## config.mk

```make
export PLATFORM = sky130hd
export DESIGN_NAME = cushion_ooo
export DESIGN_NICKNAME = d
export VERILOG_FILES = /design/src/rtl/cushion_pkg.sv /design/src/rtl/cushion_fifo.sv /design/src/rtl/cushion_ooo.sv
export SDC_FILE = /design/constraint.sdc
export NUM_CORES = 1
export LEC_CHECK = 0
export ABC_AREA = 1
export CORE_MARGIN = 5
export CORE_UTILIZATION = 53
export DETAILED_ROUTE_END_ITERATION = 10
export GPL_TIMING_DRIVEN = 0
export PLACE_DENSITY = 0.79
export SYNTH_ARGS = -nofsm -noshare
export SYNTH_HDL_FRONTEND = slang
export SYNTH_SLANG_ARGS = --single-unit
export TNS_END_PERCENT = 5
```

## constraint.sdc

```tcl
create_clock -name clk -period 12.1 [get_ports clk]
set_input_delay 2.42 -clock clk [delete_from_list [all_inputs] [get_ports clk]]
set_output_delay 2.42 -clock clk [all_outputs]
set_load 0.02 [all_outputs]
```

## src/rtl/cushion_pkg.sv

```systemverilog
// Shared types and constants for the out-of-order commit cushion.
// Lane results travel through the lane FIFOs as lane_res_t.
package cushion_pkg;

  localparam int EXC_W          = 4;
  localparam int AUX_JMP_BIT    = 0;
  localparam int AUX_CHMODE_BIT = 1;

  typedef enum logic {
    ST_RUN  = 1'b0,
    ST_HALT = 1'b1
  } state_t;

  typedef struct packed {
    logic [31:0]      pc;
    logic             reg_w_en;
    logic [4:0]       rd;
    logic [31:0]      data;
    logic             exc_en;
    logic [EXC_W-1:0] exc_code;
  } lane_res_t;

  // Width of a lane index; never below 1 bit so a single lane still has a port.
  function automatic int lane_w(input int n);
    return (n <= 2) ? 1 : $clog2(n);
  endfunction

endpackage

```

## src/rtl/cushion_fifo.sv

```systemverilog
// Synchronous FIFO with flush and async active-low reset.
// Readies are pure "not full": a push into a full FIFO is dropped even if a pop happens.
module cushion_fifo #(
  parameter int W     = 8,
  parameter int DEPTH = 2
) (
  input  logic         clk,
  input  logic         rst_n,
  input  logic         flush,
  input  logic         push,
  input  logic [W-1:0] din,
  input  logic         pop,
  output logic [W-1:0] dout,
  output logic         full,
  output logic         empty
);

  localparam int AW = $clog2(DEPTH);

  logic [W-1:0]  mem [DEPTH];
  logic [AW-1:0] wr_ptr, rd_ptr;
  logic [AW:0]   cnt;
  logic          do_push, do_pop;

  assign full    = (cnt == (AW+1)'(DEPTH));
  assign empty   = (cnt == '0);
  assign do_push = push && !full;
  assign do_pop  = pop && !empty;
  assign dout    = mem[rd_ptr];

  always_ff @(posedge clk or negedge rst_n) begin
    if (!rst_n) begin
      wr_ptr <= '0;
      rd_ptr <= '0;
      cnt    <= '0;
    end else if (flush) begin
      wr_ptr <= '0;
      rd_ptr <= '0;
      cnt    <= '0;
    end else begin
      if (do_push) wr_ptr <= wr_ptr + 1'b1;
      if (do_pop)  rd_ptr <= rd_ptr + 1'b1;
      cnt <= cnt + (AW+1)'(do_push) - (AW+1)'(do_pop);
    end
  end

  // Storage needs no reset; occupancy is tracked by cnt alone.
  always_ff @(posedge clk) begin
    if (do_push && !flush) mem[wr_ptr] <= din;
  end

endmodule

```

## src/rtl/cushion_ooo.sv

```systemverilog
// Merges main and coprocessor lane results into one in-order commit stream,
// using a dispatch-order queue of lane indices to pick the next lane to drain.
module cushion_ooo
  import cushion_pkg::*;
#(
  parameter int COP_NUMS    = 1,
  parameter int LANE_DEPTH  = 2,
  parameter int ORDER_DEPTH = 8,
  parameter int AUX_W       = 128
) (
  input  logic                                    clk,
  input  logic                                    rst_n,
  input  logic                                    flush,
  input  logic                                    mmu_wait,
  input  logic                                    dispatch_en,
  input  logic [lane_w(COP_NUMS+1)-1:0]           dispatch_lane,
  output logic                                    dispatch_ready,
  input  logic [COP_NUMS:0]                       lane_valid,
  output logic [COP_NUMS:0]                       lane_ready,
  input  logic [COP_NUMS:0][31:0]                 lane_pc,
  input  logic [COP_NUMS:0]                       lane_reg_w_en,
  input  logic [COP_NUMS:0][4:0]                  lane_reg_w_rd,
  input  logic [COP_NUMS:0][31:0]                 lane_reg_w_data,
  input  logic [COP_NUMS:0]                       lane_exc_en,
  input  logic [COP_NUMS:0][EXC_W-1:0]            lane_exc_code,
  input  logic [AUX_W-1:0]                        main_aux,
  output logic                                    cushion_valid,
  output logic [31:0]                             cushion_pc,
  output logic                                    cushion_reg_w_en,
  output logic [4:0]                              cushion_reg_w_rd,
  output logic [31:0]                             cushion_reg_w_data,
  output logic [AUX_W-1:0]                        cushion_aux,
  output logic                                    cushion_exc_en,
  output logic [EXC_W-1:0]                        cushion_exc_code,
  output logic [31:0]                             cushion_exc_pc,
  output logic                                    err
);

  localparam int L     = COP_NUMS + 1;
  localparam int LW    = lane_w(L);
  localparam int RES_W = $bits(lane_res_t);

  logic                 ord_full, ord_empty;
  logic [LW-1:0]        ord_head;
  logic [L-1:0]         lane_full, lane_empty, lane_pop;
  lane_res_t [L-1:0]    lane_head;
  logic [AUX_W-1:0]     aux_head;
  state_t               state;
  lane_res_t            cur;
  logic                 head_ok, head_main, commit, trap;

  assign dispatch_ready = !ord_full;
  assign lane_ready     = ~lane_full;

  cushion_fifo #(.W(LW), .DEPTH(ORDER_DEPTH)) u_order (
    .clk, .rst_n, .flush,
    .push(dispatch_en), .din(dispatch_lane), .pop(commit),
    .dout(ord_head), .full(ord_full), .empty(ord_empty)
  );

  for (genvar k = 0; k < L; k++) begin : g_lane
    lane_res_t din;
    assign din = '{pc: lane_pc[k], reg_w_en: lane_reg_w_en[k], rd: lane_reg_w_rd[k],
                   data: lane_reg_w_data[k], exc_en: lane_exc_en[k],
                   exc_code: lane_exc_code[k]};
    if (k == 0) begin : g_main
      // The main lane carries the side-effect bundle alongside its result.
      logic [RES_W+AUX_W-1:0] dout;
      cushion_fifo #(.W(RES_W + AUX_W), .DEPTH(LANE_DEPTH)) u_fifo (
        .clk, .rst_n, .flush,
        .push(lane_valid[k]), .din({din, main_aux}), .pop(lane_pop[k]),
        .dout(dout), .full(lane_full[k]), .empty(lane_empty[k])
      );
      assign lane_head[k] = dout[AUX_W +: RES_W];
      assign aux_head     = dout[AUX_W-1:0];
    end else begin : g_cop
      cushion_fifo #(.W(RES_W), .DEPTH(LANE_DEPTH)) u_fifo (
        .clk, .rst_n, .flush,
        .push(lane_valid[k]), .din(din), .pop(lane_pop[k]),
        .dout(lane_head[k]), .full(lane_full[k]), .empty(lane_empty[k])
      );
    end
  end

  always_comb begin
    head_ok   = 1'b0;
    cur       = '0;
    lane_pop  = '0;
    head_main = (ord_head == '0);
    for (int k = 0; k < L; k++) begin
      if (ord_head == LW'(k)) begin
        head_ok = !lane_empty[k];
        cur     = lane_head[k];
      end
    end
    commit = (state == ST_RUN) && !mmu_wait && !flush && !ord_empty && head_ok;
    for (int k = 0; k < L; k++) lane_pop[k] = commit && (ord_head == LW'(k));
    trap = cur.exc_en || (head_main && (aux_head[AUX_JMP_BIT] || aux_head[AUX_CHMODE_BIT]));
  end

  // Commit FSM with registered outputs; MMU stall freezes everything but err.
  always_ff @(posedge clk or negedge rst_n) begin
    if (!rst_n) begin
      state              <= ST_RUN;
      err                <= 1'b0;
      cushion_valid      <= 1'b0;
      cushion_pc         <= '0;
      cushion_reg_w_en   <= 1'b0;
      cushion_reg_w_rd   <= '0;
      cushion_reg_w_data <= '0;
      cushion_aux        <= '0;
      cushion_exc_en     <= 1'b0;
      cushion_exc_code   <= '0;
      cushion_exc_pc     <= '0;
    end else begin
      if ((dispatch_en && ord_full) || (|(lane_valid & lane_full))) err <= 1'b1;
      if (flush) begin
        state              <= ST_RUN;
        cushion_valid      <= 1'b0;
        cushion_pc         <= '0;
        cushion_reg_w_en   <= 1'b0;
        cushion_reg_w_rd   <= '0;
        cushion_reg_w_data <= '0;
        cushion_aux        <= '0;
        cushion_exc_en     <= 1'b0;
        cushion_exc_code   <= '0;
        cushion_exc_pc     <= '0;
      end else if (!mmu_wait) begin
        cushion_valid      <= commit;
        cushion_pc         <= commit ? cur.pc : '0;
        cushion_reg_w_en   <= commit && cur.reg_w_en;
        cushion_reg_w_rd   <= commit ? cur.rd : '0;
        cushion_reg_w_data <= commit ? cur.data : '0;
        cushion_aux        <= (commit && head_main) ? aux_head : '0;
        cushion_exc_en     <= commit && cur.exc_en;
        cushion_exc_code   <= commit ? cur.exc_code : '0;
        cushion_exc_pc     <= (commit && cur.exc_en) ? cur.pc : '0;
        if (commit && trap) state <= ST_HALT;
      end
    end
  end

endmodule

```

==> metrics.md, run 1 <==
| Metric | Value |
|---|---|
| Post-layout util | between 60% and 70% |
| Clock power share | 35.8% |
| Largest family of logic cells by synthesized area | simple AND/OR/NAND/NOR gates |
| Simple-gate portion of the synthesized area | 11.1% |
| PD cells | roughly 180 nW/um^2 |
| Design area | 40000 sq um |
| Hold path depth | 2 |
| Switch Pwr | ~0.002 W |
| Number of buffers added on ports | 525 |
| #FFs+latches synth | 820 |
| Nets@finish | between 3000 and 4000 |
| RSZ-0062 raised after global routing | false |
| DR DRC count | 0 |
| Non-Filler Instances | between 3000 and 4000 |
| CTS Sinks | 820 |
| Crit start category | primary input |
| Most common cell after layout, fill and taps aside | nand2_1 |
| Number of setup violations in the final report | 0 |
| Mux contribution to synthesized area | ~6.5% |
| Core Area | around 57000 sq um |
| Slew Viols, Final | 0 |
| Initial antenna violation count | 26 |
| Postcts setup bufs | 0 |
| Comb power frac | between 10% and 20% |
| Post-DP HPWL | between 50000 and 60000 um |
| Starting DRC count in detailed routing | between 1000 and 1500 |
| Synth Area in Compound Gates | under 10% |
| I/O pin count | ~530 |
| Clock-pin slew on the worst setup and hold paths | about 60 ps |
| Skew final | around 26 ps |
| Max rail drop VDD | roughly 140 uV |
| Die Height | between 200 and 300 um |
| Placer congestion estimate | between 0.8 and 0.9 |
| Synthesized Nets | approximately 2500 |
| Num rows | 88 |
| Final Critical Period | about 5000 ps |
| First-pass GRT wire length | between 100000 and 150000 um |
| Post-CTS resize count | 0 |
| CTS root buf | clkbuf_16 |
| Int Power | around 0.0052 W |
| Post-synthesis adder-cell area fraction | less than 1% |
| Worst Path Arrival | ~5200 ps |
| Status | finished, final reports clean |
| Post-Synth XOR/XNOR Area | less than 1% |
| Synth Area per Inst | 13.7 sq um |
| Max_slew headroom | roughly 17% |
| Crit Path Max Fanout | 28 |
| Reg2Reg Depth | 16 |
| Max Fclk | a little over 0.2 GHz |
| Worst setup EP type | register |
| Hold Fails Final Rpt | 0 |
| Via density | 5.40 |
| Number of flops mapped to enable cells by yosys | 564 |
| Synth Flop Type | edfxtp_1 |
| CTS tree | done |
| Synth cell types | 28 |
| Largest net degree at the start of global routing | 110 |
| Sw Ratio | a little over a quarter |
| Seq/Total Area, Yosys | around three quarters |
| Leak Pwr | approximately 15 nW |
| Starting Density | 53.2% |
| YS warnings | 0 |
| DIE AREA | 62500 sq um |
| Dpl cell area | between 30000 and 40000 sq um |
| Pre-Repair DR Iteration Count | 5 |
| Worst hold path class | register to register |
| DIE WIDTH | 250 um |
| Slew of the pin with the lowest slew margin | roughly 1200 ps |
| Tot GR Track Use | a little over a quarter |
| Routed len/inst | roughly 23 um |
| Tcrit/Tclk final | roughly two fifths |
| Clk_lat worst skew | 640 ps |
| Vias in the first global route | ~21000 |
| Number of fill cells | around 3800 |
| Kind of critical path | primary input to register |
| H-tree Lvls | 3 |
| Layout cells sized above 1 | slightly below 7% |
| Hold WS | between 400 and 500 ps |
| Area growth syn-to-layout | 31.1% |
| Critical Path RT | ~12000 ps |
| CTS Buf Count | 82 |
| Post-synthesis cell area | between 30000 and 40000 sq um |
| Via count | about 20000 |
| Total gr overflow | 0 |
| CTS max path bufs | 3 |
| Cells after Synth | around 2200 |
| Placed insts | between 3000 and 4000 |
| Async S/R FF share, synth | about 31% |
| Register share of total power | approximately 47% |
| Hold buffers post-CTS | 0 |
| Most frequent cells in the layout | 678 x nand2_1, 564 x edfxtp_1, 524 x clkdlybuf4s50_1 |
| Final antenna-violating net count | 0 |
| Detailed Route WL | 84500 um |
| Max-cap viol count | 0 |
==> cell usage after synthesis (all sizes together), types with 2 or more instances <==
master  count  area (sq um)
a21oi       4          20.0
nor2       33           131
xnor2       3          26.3
xor2        3          26.3
edfxtp    564         16900
nand2     680          2560
buf        43           264
dfrtp     256          6410
ha         12           150
o21ai     170           851
clkbuf     69           259
inv        46           173
mux2i     199          1990
nand3     134           681
o22ai       2          12.5
==> through the flow <==
| step | setup slack (ps) | setup TNS, ps | power (W) |
|---|---|---|---|
| floorplan | 86.6 | 0 | 0.00408 |
| global placement | -5850 | -3175860 | 0.00466 |
| detailed placement | 6550 | 0 | 0.00467 |
| CTS | 7200 | 0 | 0.00723 |
| global route | 7010 | 0 | 0.00747 |
| finish | 7170 | 0 | 0.00719 |
==> final cells by class <==
| type | instances | area (sq um) | share of cell area (%) |
|---|---|---|---|
| multi-input cells | 1245 | 6530 | 16.3 |
| plain buffers | 112 | 523 | 1.31 |
| well taps | 765 | 957 | 2.39 |
| flip-flops and latches | 820 | 23300 | 58.3 |
| clock buffers | 107 | 2250 | 5.61 |
| clock inverters | 46 | 519 | 1.30 |
| diodes | 16 | 40.0 | 0.100 |
| repair buffers | 546 | 5710 | 14.3 |
| inverters | 46 | 173 | 0.431 |
==> path summary, 6_finish.rpt <==
kind                                                    start                                     endpoint  slack, ps
worst max-delay path                                    flush  g_lane[1].g_cop.u_fifo.mem[0][32]$_DFFE_PP_       7170
worst min-delay path               cushion_pc[17]$_DFFE_PN0P_                   cushion_pc[17]$_DFFE_PN0P_        480
worst max register to register  u_order.rd_ptr[0]$_DFFE_PN0P_                     u_order.cnt[1]$_DFF_PN0_       9020
worst min register to register     cushion_pc[17]$_DFFE_PN0P_                   cushion_pc[17]$_DFFE_PN0P_        480
max in group asynchronous                               rst_n                  cushion_aux[78]$_DFFE_PN0P_       9400
min in group asynchronous                               rst_n               cushion_exc_pc[21]$_DFFE_PN0P_       1690
==> flip-flops by register name (all words and copies together), names as in the netlist, 3 cells and up <==
register                  cells
cushion_reg_w_rd              5
cushion_pc                   32
cushion_exc_pc               32
g_lane.g_cop.u_fifo.mem     150
cushion_aux                 128
u_order.mem                   8
u_order.cnt                   4
cushion_reg_w_data           32
g_lane.g_main.u_fifo.mem    406
u_order.wr_ptr                3
u_order.rd_ptr                3
cushion_exc_code              4
==> metal layers <==
layer / global-route usage [%] / part of all wire (%) / vias up / wire (um)
li1: - / - / 9049 / -
met1: 31.3 / 36 / 9900 / 30700
met2: 46.1 / 51 / 834 / 42900
met3: 8.88 / 9.5 / 170 / 8050
met4: 9.04 / 3.2 / 26 / 2700
met5: 0 / 0.21 / - / 174
==> power groups by stage <==
stage                     sequential (W)  combinational (W)  clock, W
after CTS                        0.00336            0.00126   0.00261
after detailed placement         0.00341            0.00125         0
after floorplan                  0.00354           0.000540         0
after global routing             0.00338            0.00136   0.00273
after global placement           0.00348            0.00118         0
final                            0.00336            0.00125   0.00257
==> critical path, stage by stage <==
cell and delay, ps:
clkdlybuf4s50_1 440, clkbuf_1 250, inv_1 200, clkbuf_1 430, nand2_1 200, nor2_4 730, buf_12 300, buf_12 220
==> kinds of logic (layout without fill, tap and decap cells) <==
family | after synthesis | after routing
buffers and inverters | 158 | 857
XOR/XNOR | 6 | 6
adder cells (fa/ha/maj) | 13 | 13
AO/OA/AOI/OAI | 179 | 179
other | 0 | 16
multiplexers | 199 | 199
AND/OR/NAND/NOR | 848 | 848
flip-flops | 820 | 820
Power figures use the tool's default switching activity.
==> run 2: changes to the inputs <==
==> constraint.sdc (replaced) <==
create_clock -name clk -period 4.56 [get_ports clk]
set_input_delay 0.912 -clock clk [delete_from_list [all_inputs] [get_ports clk]]
set_output_delay 0.912 -clock clk [all_outputs]
set_load 0.02 [all_outputs]
==> metrics.md, run 2 (synthesis results as in run 1) <==
| Metric | Value |
|---|---|
| Status | finished, final reports clean |
| Largest net degree at the start of global routing | 94 |
| Worst Path Arrival | ~3700 ps |
| Die Height | 250 um |
| Max-cap viol count | 0 |
| Num rows | 88 |
| Worst setup EP type | register |
| Tcrit/Tclk final | between 60% and 70% |
| Post-DP HPWL | approximately 60000 um |
| Via density | approximately 5.4 |
| Routed len/inst | about 23 um |
| Layout cells sized above 1 | between 6 and 7% |
| Clock-pin slew on the worst setup and hold paths | 60 ps |
| Nets@finish | around 3200 |
| Kind of critical path | primary input to register |
| CTS max path bufs | 3 |
| Final antenna-violating net count | 0 |
| Top reg by flops | g_lane.g_main.u_fifo.mem |
| Number of fill cells | around 3800 |
| Starting Density | between 50% and 60% |
| Max rail drop VDD | slightly below 400 uV |
| Slew of the pin with the lowest slew margin | 1210 ps |
| CP Launch Point | flush |
| Pre-Repair DR Iteration Count | 7 |
| Total gr overflow | 0 |
| Number of buffers added on ports | between 500 and 600 |
| Most frequent cells in the layout | 676 x nand2_1, 564 x edfxtp_1, 524 x clkdlybuf4s50_1 |
| CTS tree | done |
| Placed insts | between 3000 and 4000 |
| I/O pin count | ~530 |
| Max_slew headroom | around a fifth |
| Initial antenna violation count | 25 |
| Postcts setup bufs | 0 |
| Largest register FFs | between 400 and 500 |
| Power, Total | about 0.019 W |
| Crit start category | primary input |
| Vias in the first global route | 20900 |
| WL met1 | approximately 30000 um |
| Core Area | 57400 sq um |
| DR WL met3 | between 7000 and 8000 um |
| PD cells | 474 nW/um^2 |
| RSZ-0062 raised after global routing | false |
| DIE AREA | 62500 sq um |
| Hold Fails Final Rpt | 0 |
| Critical Path RT | 5100 ps |
| Area growth syn-to-layout | 31.3% |
| Tot GR Track Use | 26.5% |
| Worst hold path class | primary input to asynchronous set/reset pin |
| Reg-to-Reg Start | u_order.rd_ptr[0]$_DFFE_PN0P_ |
| Wire length on met2 | 42500 um |
| CTS Buf Count | 82 |
| Non-Filler Instances | about 3700 |
| DIE WIDTH | about 250 um |
| Starting DRC count in detailed routing | 1424 |
| Post-layout util | 69.9% |
| Number of setup violations in the final report | 0 |
| Post-CTS resize count | 0 |
| DR DRC count | 0 |
| Skew final | 24.6 ps |
| Max Fclk | 0.319 GHz |
| First-pass GRT wire length | about 130000 um |
| CTS Sinks | about 800 |
| H-tree Lvls | 3 |
| Slew Viols, Final | 0 |
| Max layer used | met5 |
| Biggest regs | g_lane.g_main.u_fifo.mem (406), g_lane.g_cop.u_fifo.mem (150), cushion_aux (128) |
| Leak Pwr | 15.3 nW |
| Hold buffers post-CTS | 0 |
| Most common cell after layout, fill and taps aside | nand2_1 |
| Detailed Route WL | approximately 84000 um |
| Final Critical Period | 3130 ps |
| Via count | between 20000 and 25000 |
| Clk_lat worst skew | 640 ps |
| CTS root buf | clkbuf_16 |
| Crit Path Max Fanout | 10 |
| Placer congestion estimate | about 0.88 |
## run 2: cell types whose count changed in the layout (fill, tap and decap cells not counted), moves of 2 or more
cell,before,now
clkinv_2,16,14
clkbuf_1,85,93
clkinv_8,4,2
diode_2,16,22
buf_16,4,8
buf_12,17,14
clkbuf_16,83,86
inv_1,44,42
bufinv_16,8,6
clkinv_1,10,6
nand2_1,678,676
## run 2: worst max-delay path: stages
cell and delay (ps):
clkdlybuf4s50_1 470, nor2_1 140, inv_1 60, nor2_1 80
nand2_1 120, nor2_4 370, buf_6 260, buf_6 180
ha_1 150, inv_1 70, ha_1 300, a21o_1 170
a21oi_1 140, o21ai_0 90, a21oi_1 140
## run 2: cell type report
cell class | instances | area (sq um) | share of cell area (%)
clock buffer | 118 | 2330 | 5.82
multi-input combinational | 1245 | 6540 | 16.3
timing repair buffer | 547 | 5760 | 14.4
clock inverter | 35 | 373 | 0.930
inverter | 46 | 180 | 0.450
tap | 765 | 957 | 2.39
sequential | 820 | 23300 | 58.2
buffer | 112 | 544 | 1.36
antenna | 22 | 55.1 | 0.137
## run 2: worst paths after layout
kind	end	slack (ps)	depth (start not counted)
setup reg to reg	u_order.cnt[3]$_DFF_PN0_	1540	17
hold reg to reg	cushion_exc_pc[2]$_DFFE_PN0P_	480	2
setup / recovery	u_order.cnt[3]$_DFF_PN0_	1430	15
max in group asynchronous	cushion_aux[34]$_DFFE_PN0P_	3340	2
hold / removal	cushion_pc[20]$_DFFE_PN0P_	260	1
min in group clk	cushion_exc_pc[2]$_DFFE_PN0P_	480	2
## run 2: metal layers
layer	track usage, %	vias to the layer above
met3	7.87	191
met1	32.1	9828
met4	10.5	16
met5	0	-
met2	45.1	914
li1	-	9056
## run 2: stage by stage
step | area (sq um) | setup TNS (ps) | worst slack, ps | hold WS, ps
6_report | 40100 | 0 | 1430 | 258
5_1_grt | 40100 | 0 | 1270 | 301
4_1_cts | 40000 | 0 | 1430 | 260
3_5_place_dp | 37300 | 0 | 774 | 464
3_3_place_gp | 36800 | -3689720 | -9260 | 462
2_1_floorplan | 30600 | -42040 | -265 | 450
## run 2: report_power, final
group / internal [W] / switching [W]
combinational: 0.00127 / 0.00209
sequential: 0.00866 / 0.000270
clock: 0.00392 / 0.00278
==> run 3: changes to the inputs <==
==> constraint.sdc (replaced) <==
create_clock -name clk -period 2.94 [get_ports clk]
set_input_delay 0.588 -clock clk [delete_from_list [all_inputs] [get_ports clk]]
set_output_delay 0.588 -clock clk [all_outputs]
set_load 0.02 [all_outputs]
==> metrics.md, run 3 (synthesis results as in run 1) <==
| Metric | Value |
|---|---|
| Via density | between 5 and 6 |
| Status | finished, final reports clean |
| Hold Fails Final Rpt | 0 |
| Switch Pwr | 0.00809 W |
| DR DRC count | 0 |
| CTS tree | done |
| Crit start category | register |
| Worst hold path class | register to register |
| Tot GR Track Use | 26.9% |
| Pre-Repair DR Iteration Count | 5 |
| PD cells | approximately 740 nW/um^2 |
| Number of fill cells | about 3700 |
| DIE WIDTH | ~250 um |
| Max Fclk | 0.362 GHz |
| CTS Buf Count | 81 |
| CTS max path bufs | 3 |
| Die Height | between 200 and 300 um |
| DIE AREA | about 63000 sq um |
| First-pass GRT wire length | between 100000 and 150000 um |
| Reg2Reg Depth | 16 |
| Placer congestion estimate | approximately 0.9 |
| Tcrit/Tclk final | 94.1% |
| Starting DRC count in detailed routing | between 1500 and 2000 |
| Kind of critical path | register to register |
| Core Area | between 50000 and 60000 sq um |
| Hold WS | approximately 480 ps |
| RSZ-0062 raised after global routing | true |
| Top reg by flops | g_lane.g_main.u_fifo.mem |
| Number of setup violations in the final report | 0 |
| Leak Pwr | approximately 15 nW |
| Clock power share | 35.9% |
| I/O pin count | ~530 |
| Largest register FFs | just over 400 |
| Starting Density | 53.2% |
| Final Critical Period | 2770 ps |
| Most common cell after layout, fill and taps aside | nand2_1 |
| Skew final | 22.9 ps |
| Hold path depth | 2 |
| Worst setup EP type | register |
| Design area | between 40000 and 50000 sq um |
| Biggest regs | g_lane.g_main.u_fifo.mem (406), g_lane.g_cop.u_fifo.mem (150), cushion_aux (128) |
| Dpl cell area | 37300 sq um |
| CTS Sinks | between 800 and 900 |
| Via count | between 20000 and 25000 |
| Most frequent cells in the layout | 674 x nand2_1, 564 x edfxtp_1, 524 x clkdlybuf4s50_1 |
| Comb power frac | 17.6% |
| Worst Path Arrival | around 3300 ps |
| Sw Ratio | 27.2% |
| Clock-pin slew on the worst setup and hold paths | 60 ps |
| Total gr overflow | 0 |
| Initial antenna violation count | 29 |
| Crit Path Max Fanout | 10 |
| Final antenna-violating net count | 0 |
| Num rows | 88 |
| Vias in the first global route | approximately 21000 |
| Register share of total power | a little under half |
| Max rail drop VDD | between 500 and 600 uV |
| Number of buffers added on ports | approximately 530 |
| H-tree Lvls | 3 |
| Detailed Route WL | ~86000 um |
| CTS root buf | clkbuf_16 |
| Critical Path RT | 3440 ps |
| Max-cap viol count | 0 |
| Post-DP HPWL | between 50000 and 60000 um |
| Slew Viols, Final | 0 |
| Nets@finish | roughly 3200 |
| Int Power | 0.0217 W |
| Clk_lat worst skew | between 600 and 700 ps |
| Routed len/inst | approximately 23 um |
| Max_slew headroom | 8.53% |
| Area growth syn-to-layout | 31.6% |
| Layout cells sized above 1 | approximately 7.3% |
| Largest net degree at the start of global routing | slightly above 100 |
| Slew of the pin with the lowest slew margin | 1370 ps |
run 3: power by group through the flow:
| stage | registers [W] | logic (W) | clock network [W] |
|---|---|---|---|
| finish | 0.0139 | 0.00523 | 0.0107 |
| floorplan | 0.0145 | 0.00224 | 0 |
| global placement | 0.0141 | 0.00489 | 0 |
| global route | 0.0139 | 0.00563 | 0.0113 |
| detailed placement | 0.0141 | 0.00519 | 0 |
| CTS | 0.0138 | 0.00525 | 0.0108 |
run 3: metal layers:
metal	wire (um)	up-vias	part of all wire (%)	global-route usage (%)
li1	-	9055	-	-
met1	30900	10200	36	32.0
met2	43500	941	51	46.4
met3	8490	196	9.9	8.67
met4	2740	22	3.2	9.71
met5	140	-	0.16	0
run 3: critical path, cell delays in order, from the launching register on:
cell and delay [ps]:
dfrtp_2 460, inv_2 100, nand2_1 50, nand3_1 110, nand3_4 120, nand2_4 120, nand2_1 70, nand2_2 80
nor2_4 50, buf_6 170, buf_6 160, ha_1 270, inv_1 40, ha_1 210, fa_1 410, xnor2_1 150
nor2_1 60
run 3: through the flow:
stage | total power (W) | cells | TNS, ps | worst slack [ps] | utilization [%]
floorplan | 0.0167 | 2223 | -605530 | -1320 | -
global placement | 0.0190 | 3513 | -4565270 | -10510 | 64.2
detailed placement | 0.0193 | 3535 | -37600 | -537 | 65.1
CTS | 0.0299 | 3688 | 0 | 93.0 | 69.9
global route | 0.0309 | 3702 | -2.36 | -2.36 | 70.0
finish | 0.0298 | 3706 | 0 | 175 | 70.1
run 3: final timing paths:
kind                                                     start                        endpoint  slack, ps
worst max-delay path             u_order.rd_ptr[0]$_DFFE_PN0P_        u_order.cnt[2]$_DFF_PN0_        170
worst min-delay path            cushion_exc_pc[11]$_DFFE_PN0P_  cushion_exc_pc[11]$_DFFE_PN0P_        480
worst max register to register   u_order.rd_ptr[0]$_DFFE_PN0P_        u_order.cnt[2]$_DFF_PN0_        170
worst min register to register  cushion_exc_pc[11]$_DFFE_PN0P_  cushion_exc_pc[11]$_DFFE_PN0P_        480
max in group asynchronous                                rst_n     cushion_aux[34]$_DFFE_PN0P_        990
min in group asynchronous                                rst_n      cushion_pc[19]$_DFFE_PN0P_        570
run 3: final cells by class:
| class | instances | area [sq um] | area share, % |
|---|---|---|---|
| sequential | 820 | 23300 | 58.1 |
| multi-input combinational | 1245 | 6570 | 16.3 |
| timing repair buffer | 549 | 5760 | 14.3 |
| clock buffer | 112 | 2300 | 5.71 |
| tap | 765 | 957 | 2.38 |
| buffer | 112 | 546 | 1.36 |
| clock inverter | 39 | 487 | 1.21 |
| inverter | 46 | 180 | 0.448 |
| antenna | 18 | 45.0 | 0.112 |
run 3: what timing repair did:
| item | CTS | global route |
|---|---|---|
| endpoints found under the setup margin | 3 | 4 |
| endpoints found under the hold margin | 37 | 0 |
| pin swaps | 1 | 1 |
| resized for setup | 0 | 6 |
| hold buffers | 1 | 0 |
| buffers inserted | 1 | 0 |
